$ cat config.mk
export PLATFORM = sky130hd
export DESIGN_NAME = frame_reader_flat
export DESIGN_NICKNAME = d
export VERILOG_FILES = /design/src/rtl/frame_reader_pkg.sv /design/src/rtl/frame_reader_if.sv /design/src/rtl/frame_reader_word_fifo.sv /design/src/rtl/frame_reader.sv /design/src/flat_wrapper.sv
export SDC_FILE = /design/constraint.sdc
export NUM_CORES = 1
export LEC_CHECK = 0
export CAP_MARGIN = 15
export CORE_MARGIN = 2
export CORE_UTILIZATION = 45
export CTS_BUF_LIST = sky130_fd_sc_hd__clkbuf_16
export CTS_CLUSTER_DIAMETER = 80
export DETAILED_ROUTE_END_ITERATION = 7
export MAX_ROUTING_LAYER = met4
export PLACE_DENSITY = 0.65
export SYNTH_ARGS = -nofsm -noshare
export SYNTH_HDL_FRONTEND = slang
export SYNTH_HIERARCHICAL = 1
export SYNTH_SLANG_ARGS = --single-unit
$ cat constraint.sdc
create_clock -name clk -period 16.55 [get_ports clk]
set_clock_uncertainty 0.1 [all_clocks]
set_input_delay 2.4825 -clock clk [delete_from_list [all_inputs] [get_ports clk]]
set_output_delay 2.4825 -clock clk [all_outputs]
set_load 0.05 [all_outputs]
$ cat src/rtl/frame_reader_pkg.sv
// Shared frame geometry, DDR command encoding and address helper for the
// framebuffer read path.
package frame_reader_pkg;

  localparam int FRAME_W       = 800;
  localparam int FRAME_H       = 600;
  localparam int ROW_STRIDE    = 1024;
  localparam int PIX_PER_BEAT  = 4;
  localparam int BEATS_PER_CMD = 2;

  localparam logic [2:0] CMD_READ = 3'b001;

  localparam logic [9:0] X_STEP = 10'(PIX_PER_BEAT * BEATS_PER_CMD);
  localparam logic [9:0] LAST_X = 10'(FRAME_W - PIX_PER_BEAT * BEATS_PER_CMD);
  localparam logic [9:0] LAST_Y = 10'(FRAME_H - 1);

  typedef enum logic {
    IDLE = 1'b0,
    RUN  = 1'b1
  } state_t;

  // Stride is a power of two, so this reduces to base + {y, x}.
  function automatic logic [30:0] cmd_addr(input logic [30:0] base,
                                           input logic [9:0]  y,
                                           input logic [9:0]  x);
    return base + 31'(y) * 31'(ROW_STRIDE) + 31'(x);
  endfunction

endpackage

$ cat src/rtl/frame_reader_if.sv
// DDR address/read-data FIFO ports and the outgoing video stream of the
// framebuffer reader; master is the reader, slave is its environment.
interface frame_reader_if;
  logic         af_full;
  logic [30:0]  af_addr_din;
  logic [2:0]   af_cmd_din;
  logic         af_wr_en;
  logic         rdf_valid;
  logic [127:0] rdf_dout;
  logic [23:0]  video;
  logic         video_valid;
  logic         video_ready;
  logic         overflow;

  modport master (
    input  af_full, rdf_valid, rdf_dout, video_ready,
    output af_addr_din, af_cmd_din, af_wr_en, video, video_valid, overflow
  );

  modport slave (
    output af_full, rdf_valid, rdf_dout, video_ready,
    input  af_addr_din, af_cmd_din, af_wr_en, video, video_valid, overflow
  );
endinterface

$ cat src/rtl/frame_reader_word_fifo.sv
// Generic single-clock word FIFO with occupancy-derived full/empty flags.
// Latency: a word written in cycle N is visible on dout/!empty in cycle N+1.
// Backpressure: writes while full and reads while empty are ignored.
module word_fifo #(
  parameter int WIDTH = 128,
  parameter int DEPTH = 16
) (
  input  logic             clk,
  input  logic             rst,
  input  logic             wr_en,
  input  logic [WIDTH-1:0] din,
  input  logic             rd_en,
  output logic [WIDTH-1:0] dout,
  output logic             full,
  output logic             empty
);

  localparam int AW = $clog2(DEPTH);

  logic [WIDTH-1:0] mem [DEPTH];
  logic [AW-1:0]    wr_ptr;
  logic [AW-1:0]    rd_ptr;
  logic [AW:0]      count;
  logic             do_wr;
  logic             do_rd;

  assign full  = (count == (AW+1)'(DEPTH));
  assign empty = (count == '0);
  assign do_wr = wr_en && !full;
  assign do_rd = rd_en && !empty;
  assign dout  = mem[rd_ptr];

  always_ff @(posedge clk or posedge rst) begin
    if (rst) begin
      wr_ptr <= '0;
      rd_ptr <= '0;
      count  <= '0;
    end else begin
      if (do_wr) wr_ptr <= wr_ptr + AW'(1);
      if (do_rd) rd_ptr <= rd_ptr + AW'(1);
      if (do_wr && !do_rd)      count <= count + (AW+1)'(1);
      else if (do_rd && !do_wr) count <= count - (AW+1)'(1);
    end
  end

  // Storage needs no reset; consumers qualify dout with !empty.
  always_ff @(posedge clk) begin
    if (do_wr) mem[wr_ptr] <= din;
  end

endmodule

$ cat src/rtl/frame_reader.sv
// Framebuffer read engine: walks the frame issuing DDR reads, unpacks beats to pixels.
// Latency: beat accepted in cycle N gives its first pixel in cycle N+1; af_wr_en is combinational.
// Backpressure: credits bound outstanding reads to buffer space, so rdf is never stalled.
module frame_reader
  import frame_reader_pkg::*;
#(
  parameter logic [30:0] FB_BASE     = 31'h0010_0000,
  parameter int          DEPTH_WORDS = 16
) (
  input  logic           clk,
  input  logic           rst,
  frame_reader_if.master bus
);

  localparam int CW = $clog2(DEPTH_WORDS) + 1;

  state_t         state;
  state_t         state_nxt;
  logic [9:0]     req_x;
  logic [9:0]     req_y;
  logic [CW-1:0]  credits;
  logic [1:0]     idx;
  logic [127:0]   word;
  logic           fifo_full;
  logic           fifo_empty;
  logic           issue;
  logic           pop;
  logic           pop_last;
  logic           overflow_q;

  always_ff @(posedge clk or posedge rst) begin
    if (rst) state <= IDLE;
    else     state <= state_nxt;
  end

  always_comb begin
    state_nxt = state;
    issue     = 1'b0;
    case (state)
      IDLE:    state_nxt = RUN;
      RUN:     issue = (credits >= CW'(BEATS_PER_CMD)) && !bus.af_full;
      default: state_nxt = IDLE;
    endcase
  end

  assign bus.af_wr_en    = issue;
  assign bus.af_cmd_din  = CMD_READ;
  assign bus.af_addr_din = cmd_addr(FB_BASE, req_y, req_x);

  always_ff @(posedge clk or posedge rst) begin
    if (rst) begin
      req_x <= '0;
      req_y <= '0;
    end else if (issue) begin
      if (req_x == LAST_X) begin
        req_x <= '0;
        req_y <= (req_y == LAST_Y) ? 10'd0 : req_y + 10'd1;
      end else begin
        req_x <= req_x + X_STEP;
      end
    end
  end

  // Issue reserves a command's worth of words; retiring a word frees one.
  always_ff @(posedge clk or posedge rst) begin
    if (rst) credits <= CW'(DEPTH_WORDS);
    else     credits <= credits - (issue ? CW'(BEATS_PER_CMD) : '0)
                                + (pop_last ? CW'(1) : '0);
  end

  word_fifo #(
    .WIDTH (128),
    .DEPTH (DEPTH_WORDS)
  ) u_buf (
    .clk   (clk),
    .rst   (rst),
    .wr_en (bus.rdf_valid),
    .din   (bus.rdf_dout),
    .rd_en (pop_last),
    .dout  (word),
    .full  (fifo_full),
    .empty (fifo_empty)
  );

  assign bus.video_valid = !fifo_empty;
  assign pop      = bus.video_valid && bus.video_ready;
  assign pop_last = pop && (idx == 2'd3);
  assign bus.video = fifo_empty ? 24'd0 : word[{idx, 5'd0} +: 24];

  always_ff @(posedge clk or posedge rst) begin
    if (rst) begin
      idx        <= '0;
      overflow_q <= 1'b0;
    end else begin
      if (pop) idx <= idx + 2'd1;
      if (bus.rdf_valid && fifo_full) overflow_q <= 1'b1;
    end
  end

  assign bus.overflow = overflow_q;

endmodule

$ cat src/flat_wrapper.sv
// flat-port wrapper written by rule: the top's interface ports become plain ports
module frame_reader_flat import frame_reader_pkg::*;
#(
  parameter logic [30:0] FB_BASE     = 31'h0010_0000,
  parameter int          DEPTH_WORDS = 16
)
  (clk, rst, bus_af_full, bus_rdf_valid, bus_rdf_dout, bus_video_ready, bus_af_addr_din, bus_af_cmd_din, bus_af_wr_en, bus_video, bus_video_valid, bus_overflow);
  frame_reader_if bus_i ();
  input  logic clk;
  input  logic rst;
  input wire logic [$bits(bus_i.af_full)-1:0] bus_af_full;
  input wire logic [$bits(bus_i.rdf_valid)-1:0] bus_rdf_valid;
  input wire logic [$bits(bus_i.rdf_dout)-1:0] bus_rdf_dout;
  input wire logic [$bits(bus_i.video_ready)-1:0] bus_video_ready;
  output wire logic [$bits(bus_i.af_addr_din)-1:0] bus_af_addr_din;
  output wire logic [$bits(bus_i.af_cmd_din)-1:0] bus_af_cmd_din;
  output wire logic [$bits(bus_i.af_wr_en)-1:0] bus_af_wr_en;
  output wire logic [$bits(bus_i.video)-1:0] bus_video;
  output wire logic [$bits(bus_i.video_valid)-1:0] bus_video_valid;
  output wire logic [$bits(bus_i.overflow)-1:0] bus_overflow;
  assign bus_i.af_full = bus_af_full;
  assign bus_i.rdf_valid = bus_rdf_valid;
  assign bus_i.rdf_dout = bus_rdf_dout;
  assign bus_i.video_ready = bus_video_ready;
  assign bus_af_addr_din = bus_i.af_addr_din;
  assign bus_af_cmd_din = bus_i.af_cmd_din;
  assign bus_af_wr_en = bus_i.af_wr_en;
  assign bus_video = bus_i.video;
  assign bus_video_valid = bus_i.video_valid;
  assign bus_overflow = bus_i.overflow;
  frame_reader #(.FB_BASE(FB_BASE), .DEPTH_WORDS(DEPTH_WORDS)) u_core (.clk(clk), .rst(rst), .bus(bus_i));
endmodule
After elaboration in Yosys (flattened, before gate mapping)
Memory sizes are Yosys's and may differ from the RTL's.
Cells that the tools add are included.
Storage, ports and cells
  register bits after elaboration: 42
  bits in latches: 0
  memory bits (writable): 2048
  memory bits (read-only): 0
  bits of input ports: 133
  output and inout port bits: 61
  logic and storage cells: 53
  memories: 1
Memory list
  u_core.u_buf.mem: depth 16, width 128, rd ports 1, clocked after memory_dff 0, write ports 1, RTL line frame_reader_word_fifo.sv:20  | logic [WIDTH-1:0] mem [DEPTH];
Operators by class
  $add $sub $neg: 11
  multiply operators: 0
  div/mod/pow operators: 0
  $lt $le $gt $ge: 1
  eq/ne operators: 4
  shifts and indexed selects: 1
  multiplexer cells: 10
  bitwise logic cells: 0
  reductions and logical operators: 16
Operators with widths (number)
  variable part select 128 x 8 -> 24 bit: 1
  adder 31 x 10 -> 31 bit: 1
  2-to-1 mux 24 bit: 1
  adder 21 x 20 -> 22 bit (first input constant): 1
  == test 10 bit (second input constant): 2
  2-to-1 mux 10 bit: 2
  adder 10 x 1 -> 10 bit (second input constant): 1
  adder 10 x 4 -> 10 bit (second input constant): 1
  2-to-1 mux 5 bit: 2
  adder 4 x 1 -> 4 bit (second input constant): 2
  logical AND 1 bit: 8
  adder 5 x 1 -> 5 bit (second input constant): 1
  adder 5 bit: 1
  == test 5 bit (second input constant): 1
  greater-or-equal comparator 5 x 2 -> 1 bit (second input constant): 1
  logical NOT 1 bit: 5
  logical NOT 5 bit: 1
  subtractor 5 x 1 -> 5 bit (second input constant): 1
  subtractor 5 bit: 1
  2-to-1 mux 1 bit: 4
  adder 2 x 1 -> 2 bit (second input constant): 1
  == test 2 bit (second input constant): 1
  2-to-1 mux 2 bit: 1
  AND reduction 2 bit: 1
  nonzero test 2 bit: 1

Logic depth before layout (Yosys ltp)
  depth in word-level cells: 8
  mapped depth: 13
  mapped depth without buffers: 13

Cells and area by module
Netlist, hierarchy kept.
By module, submodules not included
  word_fifo: times used 1, cells each 3756, area an instance 78801.8 um2, seq. area each 61824.3 um2
  frame_reader: times used 1, cells each 221, area an instance 2363.5 um2, seq. area each 651.9 um2

Least setup slack after synthesis
No wires, ideal clock.
  path type: input-to-reg
  start point: in bus_rdf_valid
  end point: mem u_core.u_buf.mem[3][0], enable pin
  setup time: 0.771 ns
  data arrival time: 11.812 ns
  data required time: 15.679 ns
  path slack: 3.867 ns
  stages: 3
  buffers on the path: 0
  path through: a21boi_1 nand2_1 nor3_1
On the way
  longest elaborated chain between the ends: 3
RTL lines
  start, declared: RTL line flat_wrapper.sv:12  | input wire logic [$bits(bus_i.rdf_valid)-1:0] bus_rdf_valid;
  logical AND 1 bit: RTL line frame_reader_word_fifo.sv:29  | assign do_wr = wr_en && !full;
  2-to-1 mux 1 bit: RTL line frame_reader_word_fifo.sv:48  | if (do_wr) mem[wr_ptr] <= din;
  2-to-1 mux 1 bit (implied by the code): RTL line frame_reader_word_fifo.sv:48
  end, declared: RTL line frame_reader_word_fifo.sv:20
No other way between the ends.

Worst setup path after layout
  start point: reg u_core.u_buf.rd_ptr[0]
  end point: out bus_video[13]
On the way
  longest elaborated chain between the ends: 3
RTL lines
  start, declared: RTL line frame_reader_word_fifo.sv:22  | logic [AW-1:0] rd_ptr;
  start signal, assigned: RTL line frame_reader_word_fifo.sv:40  | if (do_rd) rd_ptr <= rd_ptr + AW'(1);
  memory (16 x 128 bit)
  net u_core.word[109]: RTL line frame_reader.sv:23  | logic [127:0] word;
  variable part select 128 x 8 -> 24 bit: RTL line frame_reader.sv:88  | assign bus.video = fifo_empty ? 24'd0 : word[{idx, 5'd0} +: 24];
  2-to-1 mux 24 bit: RTL line frame_reader.sv:88
  end, declared: RTL line flat_wrapper.sv:18  | output wire logic [$bits(bus_i.video)-1:0] bus_video;
The timed path passes the listed nets, and every way through them passes these cells.

==> key figures <==
Timing
  • Fin Hold WS: 0.357 ns
  • Setup violators final: 0
  • Relative slew slack: 0.196
  • Setup tns final: 0 ns
  • Min Tclk post-route: 9.36 ns
  • Tcrit/Tclk final: 0.565
  • Slew Viols, Final: 0
  • RSZ-0062 raised after global routing: no
  • Highest clock rate: 107 MHz
  • Slew @ Worst Pin: 1.21 ns
  • Final worst slack: 7.19 ns
  • Fin. Hold Viols: 0

Die
  • Initial core utilization: 0.452
  • Die H: 375 um
  • # IOs: 194
  • Row Count: 136
  • Chip width: 375 um
  • Die area: 141,000 sq um
  • CORE AREA: 137,000 sq um

Route
  • Initial DRC count: 2,895
  • DR vias/cell: 5.95
  • Routed vias: 30.9k
  • First-pass DRT Iterations: 5
  • DRT Wirelength: 149,000 um
  • Residual DRC: 0
  • DRT antenna net count: 0
  • Routed wire per std cell: 28.6 um

Min path
  • HP Class: reg2reg

GRT
  • First-pass GRT wire length: 214,000 um
  • Pin count of the biggest net entering global routing: 152
  • Vias in the first global route: 30.7k
  • Tot GR Track Use: 0.218
  • Grt total ovfl: 0
  • Initial antenna violation count: 34

Synth
  • Synth warn: 6
  • Mean Syn Cell Area: 19.9 sq um
  • Cells after Synth: 3,119
  • Mapped Area: 62,000 sq um

Flow run
  • Max_cap viols: 0

Clock network
  • Total CTS buffers: 159
  • Clock sinks: 1,575
  • Clk_lat worst skew: 0.78 ns
  • # hold bufs at CTS: 0
  • Post-CTS Setup Bufs: 0
  • CTS tree: done
  • Clk slew on worst S/H paths: 0.06 ns
  • H-tree depth: 4
  • Clock buffer depth: 3
  • CTS root buffer: clkbuf_16
  • Post_cts resized: 0

Worst setup path
  • Crit path DAT: 6.78 ns
  • Buf/Inv on CP: 4
  • Critical path fanouts, max: 51
  • WP data required: 13.97 ns
  • Most used cell, CP: buf_4
  • CP Capture Type: output port
  • Critical path's slowest cell: dfrtp_4
  • Crit path max-delay family: buffers and inverters
  • Slowest stage delay, CP: 0.95 ns
  • CP cell instances: buf_4 -> buf_4 -> buf_4 -> mux4_2 -> a22oi_1 -> nand2_1 -> mux4_2 -> and2_1 -> clkdlybuf4s50_1
  • CP startpoint kind: flip-flop
  • Worst setup path class: reg2out

Place
  • Setup WS pre-CTS: 7.97 ns
  • Placed cell area: 64,900 sq um
  • Port bufs: 144
  • Final HPWL DP: 75,300 um
  • Routability congestion estimate: 0.765

Power and ir drop
  • PD cells: 177 nW/um^2
  • Maximum vdd drop: 0.000196 V
  • Lkg Pwr: 23.0 nW

Layout
  • Final instance area: 70,000 sq um
  • Nets: 3,406
  • Area Growth Syn to Fin: 12.9%
  • Share of cells above drive strength 1: 0.154

Run status
  • Outcome: finished clean
## metrics by stage
stage	total power [W]	util	instances
global route	0.0128	0.510	5193
finish	0.0124	0.510	5195
CTS	0.0124	0.510	5176
global placement	0.00898	0.473	4884
floorplan	0.00781	-	3135
detailed placement	0.00902	0.473	4884
## power breakdown
| part | leakage, nW | switching (W) | internal [W] |
|---|---|---|---|
| sequential | 14.3 | 0.000201 | 0.00481 |
| combinational | 6.11 | 0.00244 | 0.00146 |
| clock | 2.59 | 0.00148 | 0.00196 |
| total | 23.0 | 0.00413 | 0.00823 |
## worst register-to-register path, stage by stage, from the launching register on
cell and delay (ns):
dfrtp_1 0.44, nor4_1 0.10, a21boi_1 0.63, nand2_1 0.45, nor2_4 0.84, buf_4 0.82, buf_4 0.76
## final timing paths
check                      slack, ns                  endpoint  depth (start not counted)                   start
min in group asynchronous       1.85           u_core/req_y[2]                          2                     rst
min                             0.36       u_core/bus.overflow                          1     u_core/bus.overflow
max reg2reg                    11.93  u_core/u_buf/mem[11][37]                          6   u_core/u_buf/count[0]
min reg2reg                     0.36       u_core/bus.overflow                          1     u_core/bus.overflow
max in group asynchronous      13.98    u_core/u_buf/rd_ptr[1]                          2                     rst
max                             7.19             bus_video[13]                          9  u_core/u_buf/rd_ptr[0]
## final cells by class
cell class	count	area, sq um
clock inverter	128	908
clock buffer	164	4100
tap	1794	2240
antenna	18	45.0
multi-input combinational	1291	13500
sequential	1575	47100
timing repair buffer	203	1970
inverter	22	87.6
fill	10800	67200
## per-layer routing
| metal | vias to the layer above | GRT usage | routed length, um |
|---|---|---|---|
| met1 | 16300 | 0.291 | 61200 |
| met2 | 1136 | 0.340 | 72400 |
| met3 | 246 | 0.0398 | 11100 |
| li1 | 13200 | - | - |
| met5 | - | - | 0 |
| met4 | 0 | 0.0715 | 4090 |
## state kept, by name, summed over array words and instances (netlist names)
register and cells:
u_core/req_x 7, u_core/credits 5, u_core/u_buf/wr_ptr 4, u_core/bus.overflow 1
u_core/u_buf/rd_ptr 4, u_core/req_y 10, u_core/u_buf/mem 1536, u_core/state 1
u_core/u_buf/count 5, u_core/idx 2
## cell usage in the layout, fill, tap and decap left out, types with 4 or more instances in the layout
cell,n
dfrtp_1,32
nor3_2,4
clkbuf_16,164
nor2_4,12
buf_12,5
inv_1,57
nand2_1,116
clkdlybuf4s50_1,144
xor2_1,5
conb_1,18
clkinv_2,20
buf_4,53
clkinv_1,45
or3_1,4
nor2_1,4
mux4_2,216
bufinv_16,10
a21oi_1,4
diode_2,18
a221oi_1,192
nand3_1,12
xnor2_1,15
nand4_1,7
edfxtp_1,1536
o21ai_0,108
a22oi_1,97
mux2i_1,385
dfrtp_4,4
inv_6,10
and2_1,28
ha_1,20
No activity file was read; power rests on OpenSTA's default activity.
